File: src/rtl/seg_scan_decoder_if.sv
// Scanned seven-segment bus plus the decoded-frame valid/ready channel.
// The decoder sits on the slave side; the master drives the scan and the consumer ready.
interface seg_scan_decoder_if #(
  parameter int NUM_DIGITS = 4
);
  logic [6:0]              seg_in;
  logic [NUM_DIGITS-1:0]   dig_sel;
  logic [4*NUM_DIGITS-1:0] out_bcd;
  logic [NUM_DIGITS-1:0]   out_blank;
  logic                    out_valid;
  logic                    out_ready;
  logic                    frame_err;
  logic                    overrun;

  modport master (
    output seg_in, dig_sel, out_ready,
    input  out_bcd, out_blank, out_valid, frame_err, overrun
  );

  modport slave (
    input  seg_in, dig_sel, out_ready,
    output out_bcd, out_blank, out_valid, frame_err, overrun
  );
endinterface

File: src/rtl/seg_scan_decoder.sv
// Samples a multiplexed seven-segment scan, filters each digit for stability,
// decodes it to BCD and hands complete frames out over a valid/ready channel.
module seg_scan_decoder #(
  parameter int NUM_DIGITS    = 4,
  parameter int STABLE_CYCLES = 4,
  parameter int CNT_W         = 3
) (
  input  logic               clk,
  input  logic               rst_n,
  seg_scan_decoder_if.slave  bus
);

  typedef enum logic {COLLECT, PENDING} state_t;

  localparam int                SW       = 7 + NUM_DIGITS;
  localparam logic [CNT_W-1:0]  CNT_MAX  = CNT_W'(STABLE_CYCLES - 1);
  localparam logic [CNT_W-1:0]  CNT_FIRE = CNT_W'(STABLE_CYCLES - 2);

  state_t                  state_reg;
  logic [6:0]              seg_reg;
  logic [NUM_DIGITS-1:0]   sel_reg;
  logic [SW-1:0]           prev_reg;
  logic [CNT_W-1:0]        cnt_reg;
  logic                    armed_reg;
  logic [4*NUM_DIGITS-1:0] bcd_buf_reg;
  logic [NUM_DIGITS-1:0]   blank_buf_reg;
  logic [NUM_DIGITS-1:0]   seen_reg;
  logic                    err_pend_reg;
  logic [4*NUM_DIGITS-1:0] out_bcd_reg;
  logic [NUM_DIGITS-1:0]   out_blank_reg;
  logic                    out_valid_reg;
  logic                    frame_err_reg;
  logic                    overrun_reg;

  logic                    sel_onehot;
  logic                    same;
  logic                    capture;
  logic                    out_free;
  logic [NUM_DIGITS-1:0]   seen_next;
  logic [3:0]              dec_code;
  logic                    dec_blank;
  logic                    dec_invalid;

  assign sel_onehot = (sel_reg != '0) && ((sel_reg & (sel_reg - 1'b1)) == '0);
  assign same       = ({seg_reg, sel_reg} == prev_reg);
  // Firing on the edge where the counter reaches its top keeps latency at STABLE_CYCLES.
  assign capture    = same && sel_onehot && armed_reg && (cnt_reg == CNT_FIRE);
  assign out_free   = !out_valid_reg || bus.out_ready;
  assign seen_next  = seen_reg | sel_reg;

  always_comb begin
    dec_code    = 4'hE;
    dec_blank   = 1'b0;
    dec_invalid = 1'b0;
    case (seg_reg)
      7'b1000000: dec_code = 4'd0;
      7'b1111001: dec_code = 4'd1;
      7'b0100100: dec_code = 4'd2;
      7'b0110000: dec_code = 4'd3;
      7'b0011001: dec_code = 4'd4;
      7'b0010010: dec_code = 4'd5;
      7'b0000010: dec_code = 4'd6;
      7'b1111000: dec_code = 4'd7;
      7'b0000000: dec_code = 4'd8;
      7'b0010000: dec_code = 4'd9;
      7'b1111111: begin
        dec_code  = 4'hF;
        dec_blank = 1'b1;
      end
      default: dec_invalid = 1'b1;
    endcase
  end

  always_ff @(posedge clk) begin
    if (!rst_n) begin
      state_reg     <= COLLECT;
      seg_reg       <= '0;
      sel_reg       <= '0;
      prev_reg      <= '0;
      cnt_reg       <= '0;
      armed_reg     <= 1'b0;
      bcd_buf_reg   <= '0;
      blank_buf_reg <= '0;
      seen_reg      <= '0;
      err_pend_reg  <= 1'b0;
      out_bcd_reg   <= '0;
      out_blank_reg <= '0;
      out_valid_reg <= 1'b0;
      frame_err_reg <= 1'b0;
      overrun_reg   <= 1'b0;
    end else begin
      seg_reg  <= bus.seg_in;
      sel_reg  <= bus.dig_sel;
      prev_reg <= {seg_reg, sel_reg};

      if (!same) begin
        cnt_reg   <= '0;
        armed_reg <= 1'b1;
      end else if (!sel_onehot) begin
        cnt_reg <= '0;
      end else begin
        if (cnt_reg != CNT_MAX) cnt_reg <= cnt_reg + 1'b1;
        if (capture) armed_reg <= 1'b0;
      end

      // A frame load below overrides this, giving back-to-back presentation.
      if (bus.out_ready) out_valid_reg <= 1'b0;

      case (state_reg)
        COLLECT: begin
          if (capture) begin
            for (int i = 0; i < NUM_DIGITS; i++) begin
              if (sel_reg[i]) begin
                bcd_buf_reg[4*i +: 4] <= dec_code;
                blank_buf_reg[i]      <= dec_blank;
              end
            end
            seen_reg     <= seen_next;
            err_pend_reg <= err_pend_reg | dec_invalid;
            if (&seen_next) state_reg <= PENDING;
          end
        end
        PENDING: begin
          if (out_free) begin
            out_bcd_reg   <= bcd_buf_reg;
            out_blank_reg <= blank_buf_reg;
            frame_err_reg <= err_pend_reg;
            out_valid_reg <= 1'b1;
            seen_reg      <= '0;
            err_pend_reg  <= 1'b0;
            state_reg     <= COLLECT;
          end else if (capture) begin
            overrun_reg <= 1'b1;
          end
        end
        default: state_reg <= COLLECT;
      endcase
    end
  end

  assign bus.out_bcd   = out_bcd_reg;
  assign bus.out_blank = out_blank_reg;
  assign bus.out_valid = out_valid_reg;
  assign bus.frame_err = frame_err_reg;
  assign bus.overrun   = overrun_reg;

endmodule

File: src/flat_wrapper.sv
// flat-port wrapper written by rule: the top's interface ports become plain ports
module seg_scan_decoder_flat 
#(
  parameter int NUM_DIGITS    = 4,
  parameter int STABLE_CYCLES = 4,
  parameter int CNT_W         = 3
)
  (clk, rst_n, bus_seg_in, bus_dig_sel, bus_out_ready, bus_out_bcd, bus_out_blank, bus_out_valid, bus_frame_err, bus_overrun);
  seg_scan_decoder_if #(.NUM_DIGITS(NUM_DIGITS)) bus_i ();
  input  logic clk;
  input  logic rst_n;
  input wire logic [$bits(bus_i.seg_in)-1:0] bus_seg_in;
  input wire logic [$bits(bus_i.dig_sel)-1:0] bus_dig_sel;
  input wire logic [$bits(bus_i.out_ready)-1:0] bus_out_ready;
  output wire logic [$bits(bus_i.out_bcd)-1:0] bus_out_bcd;
  output wire logic [$bits(bus_i.out_blank)-1:0] bus_out_blank;
  output wire logic [$bits(bus_i.out_valid)-1:0] bus_out_valid;
  output wire logic [$bits(bus_i.frame_err)-1:0] bus_frame_err;
  output wire logic [$bits(bus_i.overrun)-1:0] bus_overrun;
  assign bus_i.seg_in = bus_seg_in;
  assign bus_i.dig_sel = bus_dig_sel;
  assign bus_i.out_ready = bus_out_ready;
  assign bus_out_bcd = bus_i.out_bcd;
  assign bus_out_blank = bus_i.out_blank;
  assign bus_out_valid = bus_i.out_valid;
  assign bus_frame_err = bus_i.frame_err;
  assign bus_overrun = bus_i.overrun;
  seg_scan_decoder #(.NUM_DIGITS(NUM_DIGITS), .STABLE_CYCLES(STABLE_CYCLES), .CNT_W(CNT_W)) u_core (.clk(clk), .rst_n(rst_n), .bus(bus_i));
endmodule
File: config.mk
export PLATFORM = sky130hd
export DESIGN_NAME = seg_scan_decoder_flat
export DESIGN_NICKNAME = d
export VERILOG_FILES = /design/src/rtl/seg_scan_decoder_if.sv /design/src/rtl/seg_scan_decoder.sv /design/src/flat_wrapper.sv
export SDC_FILE = /design/constraint.sdc
export NUM_CORES = 1
export LEC_CHECK = 0
export CAP_MARGIN = 20
export CORE_MARGIN = 1.5
export CORE_UTILIZATION = 55
export DETAILED_ROUTE_END_ITERATION = 16
export PLACE_DENSITY_LB_ADDON = 0.15
export SYNTH_ARGS = -nofsm -noshare
export SYNTH_HDL_FRONTEND = slang
export SYNTH_SLANG_ARGS = --single-unit
File: constraint.sdc
create_clock -name clk -period 3.8 [get_ports clk]
set_clock_uncertainty 0.2 [all_clocks]
set_input_delay 0.57 -clock clk [delete_from_list [all_inputs] [get_ports clk]]
set_output_delay 0.57 -clock clk [all_outputs]
set_load 0.02 [all_outputs]
==> flow_metrics.env, run 1 <==
export IMPL_wl_per_cell_um=14.4
export IMPL_fp_coreArea_um2=5540
export IMPL_min_delay_path_class="reg2reg"
export IMPL_gp_congestion=0.907
export IMPL_fin_crit_ps=2500
export IMPL_dieArea_um2=6230
export IMPL_startpoint="u_core.seg_reg[3]"
export IMPL_dpl_hpwl_um=4570
export IMPL_required_ps=3820
export IMPL_ios=37
export IMPL_grt_pass1_vias=2445
export IMPL_syn_to_final_growth_pct=15.8
export IMPL_die_x_um=78.9
export IMPL_synth_seq_cells=75
export IMPL_yosys_most_used_dff="dfxtp_1"
export IMPL_drt_iter0_drc=111
export IMPL_r2r_end="u_core.bcd_buf_reg[10]"
export IMPL_final_core_util=0.663
export IMPL_synth_distinct_cells=51
export IMPL_clk_latency_ps=350
export IMPL_cts_reportedPaths_clkPinSlew_ps=70
export IMPL_synthCells=360
export IMPL_postCtsSetupRepairBufs=0
export IMPL_grt_max_degree=26
export IMPL_p_switching_uw=340
export IMPL_worst_slew_pin_slew_ps=818
export IMPL_finalMaxSlewViolations=0
export IMPL_fin_nets=401
export IMPL_h_tree_depth=3
export IMPL_cts_tree="built"
export IMPL_cp_cell_sequence="xor2_1 -> nor4_2 -> and4_1 -> and2_1 -> a211oi_2"
export IMPL_cp_endpoint="u_core.bcd_buf_reg[10]"
export IMPL_sw_frac_of_total=0.238
export IMPL_grt_usage=0.231
export IMPL_cts_made_buffers=9
export IMPL_ys_warnings_count=0
export IMPL_whs_ps=253
export IMPL_synth_top_cell_by_area="dfxtp_1"
export IMPL_status="finished, final reports clean"
export IMPL_rsz0062_at_grt="no"
export IMPL_setup_tns_final_ps=0
export IMPL_dr_pass1_iters=4
export IMPL_vias_per_cell=5.54
export IMPL_n_antenna_cell=0
export IMPL_synth_nets=377
export IMPL_cts_resized=0
export IMPL_cts_buffer_depth=2
export IMPL_crit_type="reg2reg"
export IMPL_synth_area_um2=3170
export IMPL_arrival_ps=2520
export IMPL_r2r_setup_slack_ps=1300
export IMPL_cp_slowest_cell="and4_1"
export IMPL_seqPwrFrac=0.573
export IMPL_setup_viol=0
export IMPL_grt_pass1_wl_um=11200
export IMPL_pwr_share_comb=0.064
export IMPL_synth_edff_count=0
export IMPL_num_rows=27
export IMPL_initial_core_util=0.572
export IMPL_vias=2547
export IMPL_drt_wl_total_um=6630
export IMPL_hold_viol=0
export IMPL_synth_top_area_frac=0.474
export IMPL_powerDensity_nw_per_um2=389
export IMPL_slowest_delay_ps=780
export IMPL_dieHeight_um=78.9
export IMPL_ys_seq_area_frac=0.474
export IMPL_cts_sinks=75
export IMPL_drive_gt1_frac=0.0902
export IMPL_ir_drop_uv=273
export IMPL_drc=0
export IMPL_cts_root_buffer="clkbuf_8"
export IMPL_start_kind="flip-flop"
export IMPL_timing_fmax_mhz=400
export IMPL_syn_avg_cell_area_um2=8.80
export IMPL_endpoint_kind="flip-flop"
export IMPL_critPathMaxFanout=25
export IMPL_cap_violations=0
export IMPL_grt_antenna_before_repair=0
export IMPL_intPower_mw=1.09
export IMPL_post_route_period_util=0.658
export IMPL_leakagePower_nw=1.28
export IMPL_cts_hold_repair_buffers=0
export IMPL_slew_headroom=0.455
export IMPL_clkPwrFrac=0.364
export IMPL_r2r_cells=5
export IMPL_drtAntennaViolNets=0
export IMPL_reg2reg_from="u_core.seg_reg[3]"
export IMPL_gr_total_overflow=0
export IMPL_synthArstFlopShare=0
export IMPL_synth_area_top_cells="dfxtp_1 (47%), a21oi_1 (7.1%), nand2_1 (5.8%)"
export IMPL_port_buffers=36
## cell families after synthesis
kind of cell	share of synthesized area
xor+xnor	0.0387
compound gates	0.188
flops	0.474
buf+inv	0.0486
fa+ha+maj	0.0118
simple gates	0.240
## placed cells by master (no fill, tap or decap), drive strengths merged, types with 4 or more instances in the layout
cell,netlist,routed
nor3,4,4
and2,25,25
dfxtp,75,75
nor4,5,5
clkdlybuf4s50,0,36
clkbuf,14,12
o21ai,21,21
nor2,19,19
nand3,17,17
nand2,49,49
inv,6,6
a21oi,46,46
xor2,12,12
a211oi,8,8
o21a,4,4
## metal layers
metal  wire length (um)  up-vias  GRT usage
met1               3050     1192      0.293
met4                 94        0      0.102
li1                   -     1285          -
met2               3150       60      0.372
met3                331       10     0.0598
met5                  0        -          0
## how the worst min path moves through the flow
stage                                  from                 endpoint  depth (start not counted)
floorplan               u_core.err_pend_reg      u_core.err_pend_reg                          2
global placement      u_core.bcd_buf_reg[4]    u_core.bus.out_bcd[4]                          2
detailed placement  u_core.bus.out_blank[2]  u_core.bus.out_blank[2]                          2
CTS                 u_core.bus.out_blank[2]  u_core.bus.out_blank[2]                          2
global route           u_core.bus.frame_err     u_core.bus.frame_err                          2
finish                u_core.bcd_buf_reg[0]    u_core.bus.out_bcd[0]                          2
## synth_stat cells, drive strengths merged, types with 5 or more instances
| cell | number |
|---|---|
| a211oi | 8 |
| a21oi | 46 |
| and2 | 25 |
| buf | 12 |
| clkbuf | 14 |
| dfxtp | 75 |
| inv | 6 |
| nand2 | 49 |
| nand3 | 17 |
| nor2 | 19 |
| nor4 | 5 |
| o21ai | 21 |
| xor2 | 12 |
## area by class of cell
cell class / instances / area [um2]
well taps: 72 / 90.1
clock buffers: 12 / 145
flip-flops and latches: 75 / 1500
fillers: 506 / 1870
inverters: 6 / 22.5
repair buffers: 39 / 383
clock inverters: 3 / 15.0
multi-input cells: 253 / 1510
## power by group through the flow
stage | clock network (mW) | logic [mW] | registers [mW]
after floorplan | 0 | 0.0776 | 0.820
after global placement | 0 | 0.0883 | 0.834
after detailed placement | 0 | 0.0901 | 0.834
after CTS | 0.535 | 0.0905 | 0.816
after global routing | 0.566 | 0.100 | 0.819
final | 0.519 | 0.0907 | 0.817
## through the flow
stage	power [mW]	std cells	setup WS [ps]	area, um2
final	1.43	460	1300	3670
after global routing	1.49	460	1020	3670
after CTS	1.44	460	1310	3670
after detailed placement	0.924	445	1330	3510
after global placement	0.922	445	1430	3510
after floorplan	0.898	360	1930	3170
## critical path, delay by kind of cell (launching register included)
| family | cells | cell delay (ps) |
|---|---|---|
| simple gates | 3 | 1420 |
| flops | 1 | 530 |
| xor+xnor | 1 | 140 |
| compound gates | 1 | 90 |
No activity file was read; power rests on OpenSTA's default activity.
==> inputs of run 2 (changes only) <==
==> constraint.sdc (replaced) <==
create_clock -name clk -period 2.4 [get_ports clk]
set_clock_uncertainty 0.2 [all_clocks]
set_input_delay 0.36 -clock clk [delete_from_list [all_inputs] [get_ports clk]]
set_output_delay 0.36 -clock clk [all_outputs]
set_load 0.02 [all_outputs]
==> flow_metrics.env, run 2 (synthesized netlist as in run 1, its figures left out) <==
export IMPL_worst_slew_pin_slew_ps=458
export IMPL_layout_setup_ws_ps=274
export IMPL_p_switching_uw=547
export IMPL_drc=0
export IMPL_status="finished, final reports clean"
export IMPL_cts_made_buffers=9
export IMPL_startpoint="u_core.seg_reg[5]"
export IMPL_die_x_um=78.9
export IMPL_initial_core_util=0.572
export IMPL_grt_pass1_vias=2424
export IMPL_syn_to_final_growth_pct=18.1
export IMPL_post_route_period_util=0.886
export IMPL_finalMaxSlewViolations=0
export IMPL_gp_congestion=0.887
export IMPL_final_core_util=0.675
export IMPL_grt_max_degree=34
export IMPL_fp_coreArea_um2=5540
export IMPL_n_antenna_cell=0
export IMPL_leakagePower_nw=1.31
export IMPL_wl_per_cell_um=14.2
export IMPL_rsz0062_at_grt="no"
export IMPL_setup_viol=0
export IMPL_nFillCells=492
export IMPL_mostFrequentLayoutCells="dfxtp_1 (75), nand2_1 (49), a21oi_1 (45)"
export IMPL_clkPwrFrac=0.394
export IMPL_clk_latency_ps=330
export IMPL_num_rows=27
export IMPL_fin_crit_ps=2130
export IMPL_vias=2569
export IMPL_sw_frac_of_total=0.230
export IMPL_grt_antenna_before_repair=0
export IMPL_dr_pass1_iters=4
export IMPL_timing_fmax_mhz=470
export IMPL_drive_gt1_frac=0.105
export IMPL_drtAntennaViolNets=0
export IMPL_port_buffers=36
export IMPL_fin_nets=404
export IMPL_ir_drop_uv=441
export IMPL_reg2reg_from="u_core.seg_reg[5]"
export IMPL_critPathMaxFanout=14
export IMPL_pre_cts_ws_ps=186
export IMPL_gr_total_overflow=0
export IMPL_pwr_share_comb=0.062
export IMPL_ios=37
export IMPL_grt_usage=0.227
export IMPL_dieArea_um2=6230
export IMPL_hp_start="u_core.bus.out_bcd[13]"
export IMPL_cap_violations=0
export IMPL_vias_per_cell=5.55
export IMPL_cts_buffer_depth=2
export IMPL_required_ps=2450
export IMPL_postCtsSetupRepairBufs=0
export IMPL_cts_tree="built"
export IMPL_placed_cell_area_um2=3550
export IMPL_setup_tns_final_ps=0
export IMPL_intPower_mw=1.83
export IMPL_dieHeight_um=78.9
export IMPL_drt_wl_total_um=6560
export IMPL_cts_reportedPaths_clkPinSlew_ps=80
export IMPL_seqPwrFrac=0.544
export IMPL_h_tree_depth=3
export IMPL_drt_iter0_drc=163
export IMPL_whs_ps=255
export IMPL_finalInstanceArea_um2=3740
export IMPL_grt_pass1_wl_um=11200
export IMPL_start_kind="flip-flop"
export IMPL_endpoint_kind="flip-flop"
export IMPL_cts_root_buffer="clkbuf_8"
export IMPL_final_common_cell="dfxtp_1"
export IMPL_arrival_ps=2180
export IMPL_dpl_hpwl_um=4640
export IMPL_hold_viol=0
export IMPL_slew_headroom=0.692
export IMPL_crit_type="reg2reg"
export IMPL_powerDensity_nw_per_um2=635
export IMPL_cts_sinks=75
export IMPL_min_delay_path_class="reg2reg"
run 2: cell types whose count changed in the layout (fill, tap and decap cells not counted), sizes merged:
| cell | change |
|---|---|
| bufinv | +1 |
| clkinv | +1 |
| clkbuf | -2 |
| buf | +3 |
run 2: critical path, stage by stage (launching register included):
cell	delay, ps
dfxtp_1	590
and3b_1	240
o311a_4	340
nor4_4	310
nor2_2	130
a211oi_2	230
run 2: layer usage:
metal	track usage	up-vias	part of all wire	wire [um]
li1	-	1288	-	-
met1	0.296	1211	0.47	3070
met2	0.376	63	0.48	3130
met3	0.0402	7	0.043	282
met4	0.0842	0	0.012	77
met5	0	-	0	0
run 2: cell type report:
cell class	count	area (um2)	share of cell area
clock buffer	10	138	0.0368
clock inverter	5	53.8	0.0144
inverter	6	22.5	0.00602
multi-input combinational	253	1520	0.406
sequential	75	1500	0.401
tap	72	90.1	0.0241
timing repair buffer	42	418	0.112
run 2: worst paths after layout:
check / endpoint / slack [ps] / cells after the start
worst max-delay path: u_core.bcd_buf_reg[9] / 270 / 5
worst max register to register: u_core.bcd_buf_reg[9] / 270 / 5
worst min register to register: u_core.bus.out_bcd[13] / 260 / 2
worst min-delay path: u_core.bus.out_bcd[13] / 260 / 2
run 2: stage by stage:
step	power [mW]	std cells
2_1_floorplan	1.42	360
3_3_place_gp	1.46	448
3_5_place_dp	1.47	448
4_1_cts	2.40	463
5_1_grt	2.46	463
6_report	2.38	463
run 2: timing repair:
action                     4_1_cts  5_1_grt
setup endpoints to repair        0        3
gates resized for setup          0        1
hold buffers                     0        0
run 2: power groups by stage:
stage / Clock (mW) / Sequential (mW) / Combinational (mW)
after floorplan: 0 / 1.30 / 0.123
after global placement: 0 / 1.32 / 0.143
after detailed placement: 0 / 1.32 / 0.145
after CTS: 0.957 / 1.29 / 0.147
after global routing: 1.01 / 1.30 / 0.160
final: 0.936 / 1.29 / 0.146
==> inputs of run 3 (changes only) <==
--- a/config.mk
+++ b/config.mk
@@ -9,6 +9,7 @@
 export CORE_MARGIN = 1.5
 export CORE_UTILIZATION = 55
 export DETAILED_ROUTE_END_ITERATION = 16
+export GPL_TIMING_DRIVEN = 0
 export PLACE_DENSITY_LB_ADDON = 0.15
 export SYNTH_ARGS = -nofsm -noshare
 export SYNTH_HDL_FRONTEND = slang
==> flow_metrics.env, run 3 (synthesized netlist as in run 1, its figures left out) <==
export IMPL_status="finished, final reports clean"
export IMPL_layout_setup_ws_ps=215
export IMPL_vias_per_cell=5.47
export IMPL_min_delay_path_class="reg2reg"
export IMPL_wl_per_cell_um=14.5
export IMPL_worst_slew_pin_slew_ps=612
export IMPL_dr_pass1_iters=4
export IMPL_powerDensity_nw_per_um2=677
export IMPL_arrival_ps=2260
export IMPL_vias=2652
export IMPL_grt_usage=0.240
export IMPL_drive_gt1_frac=0.116
export IMPL_final_common_cell="dfxtp_1"
export IMPL_dieHeight_um=78.9
export IMPL_num_rows=27
export IMPL_syn_to_final_growth_pct=22.0
export IMPL_fp_coreArea_um2=5540
export IMPL_clkPwrFrac=0.446
export IMPL_fin_nets=425
export IMPL_port_buffers=36
export IMPL_postCtsSetupRepairBufs=0
export IMPL_gp_congestion=0.869
export IMPL_cts_buffer_depth=2
export IMPL_n_antenna_cell=0
export IMPL_dpl_hpwl_um=5040
export IMPL_gr_total_overflow=0
export IMPL_grt_max_degree=14
export IMPL_cap_violations=0
export IMPL_die_x_um=78.9
export IMPL_cts_reportedPaths_clkPinSlew_ps=80
export IMPL_initial_core_util=0.572
export IMPL_finalMaxSlewViolations=0
export IMPL_p_switching_uw=588
export IMPL_intPower_mw=2.03
export IMPL_cts_sinks=75
export IMPL_drc=0
export IMPL_final_core_util=0.698
export IMPL_drt_iter0_drc=159
export IMPL_start_kind="flip-flop"
export IMPL_pwr_share_comb=0.068
export IMPL_post_route_period_util=0.910
export IMPL_dieArea_um2=6230
export IMPL_critPathMaxFanout=10
export IMPL_pre_cts_ws_ps=162
export IMPL_cts_root_buffer="clkbuf_8"
export IMPL_leakagePower_nw=1.38
export IMPL_grt_antenna_before_repair=0
export IMPL_slew_headroom=0.591
export IMPL_mostFrequentLayoutCells="dfxtp_1 (75), nand2_1 (49), a21oi_1 (45)"
export IMPL_grt_pass1_vias=2499
export IMPL_whs_ps=257
export IMPL_crit_type="reg2reg"
export IMPL_required_ps=2480
export IMPL_setup_viol=0
export IMPL_sw_frac_of_total=0.225
export IMPL_clk_latency_ps=350
export IMPL_drtAntennaViolNets=0
export IMPL_ir_drop_uv=450
export IMPL_rsz0062_at_grt="no"
export IMPL_seqPwrFrac=0.485
export IMPL_cts_resized=0
export IMPL_cts_hold_repair_buffers=0
export IMPL_hold_viol=0
export IMPL_endpoint_kind="flip-flop"
export IMPL_cts_made_buffers=9
export IMPL_fin_crit_ps=2180
export IMPL_cts_tree="built"
export IMPL_setup_tns_final_ps=0
export IMPL_grt_pass1_wl_um=11600
export IMPL_ios=37
export IMPL_timing_fmax_mhz=458
export IMPL_drt_wl_total_um=7040
export IMPL_h_tree_depth=3
## run 3: cell types whose count changed in the layout (fill, tap and decap cells not counted), moves of 2 or more
cell and delta:
buf_6 +2, buf_4 -2, clkinv_2 -2, clkbuf_1 +13, bufinv_16 +2, clkbuf_2 +2
buf_2 +7
## run 3: worst paths after layout
| kind | startpoint | end | slack [ps] | cells past startpoint |
|---|---|---|---|---|
| setup / recovery | u_core.seg_reg[1] | u_core.bcd_buf_reg[7] | 220 | 6 |
| hold / removal | u_core.bus.out_bcd[0] | u_core.bus.out_bcd[0] | 260 | 2 |
| setup reg to reg | u_core.seg_reg[1] | u_core.bcd_buf_reg[7] | 220 | 6 |
| hold reg to reg | u_core.bus.out_bcd[0] | u_core.bus.out_bcd[0] | 260 | 2 |
## run 3: cell type report
class,count,area [um2]
inverter,6,22.5
clock inverter,6,113
buffer,26,131
fill,491,1670
clock buffer,10,128
sequential,75,1500
timing repair buffer,37,368
multi-input combinational,253,1510
tap,72,90.1
## run 3: metal layers
metal / up-vias / wire length (um) / track usage
li1: 1332 / - / -
met1: 1246 / 3190 / 0.304
met2: 66 / 3390 / 0.405
met3: 8 / 350 / 0.0540
met4: 0 / 101 / 0.0807
met5: - / 0 / 0
## run 3: metrics by stage
step,power (mW),instances,area (um2)
final,2.62,485,3870
after global routing,2.71,485,3870
after CTS,2.63,484,3860
after detailed placement,1.48,468,3620
after global placement,1.47,468,3620
after floorplan,1.42,360,3170
## run 3: power by group through the flow
| stage | combinational, mW | sequential [mW] | clock [mW] |
|---|---|---|---|
| after floorplan | 0.123 | 1.30 | 0 |
| after global placement | 0.173 | 1.30 | 0 |
| after detailed placement | 0.176 | 1.30 | 0 |
| after CTS | 0.178 | 1.27 | 1.18 |
| after global routing | 0.196 | 1.27 | 1.24 |
| final | 0.178 | 1.27 | 1.17 |
## run 3: worst max-delay path, cell delays in order, from the launching register on
cell and delay [ps]:
dfxtp_1 350, clkbuf_1 360, nor3b_1 160, o311a_4 180, nor3b_1 540, nand3_1 160, a21oi_1 160
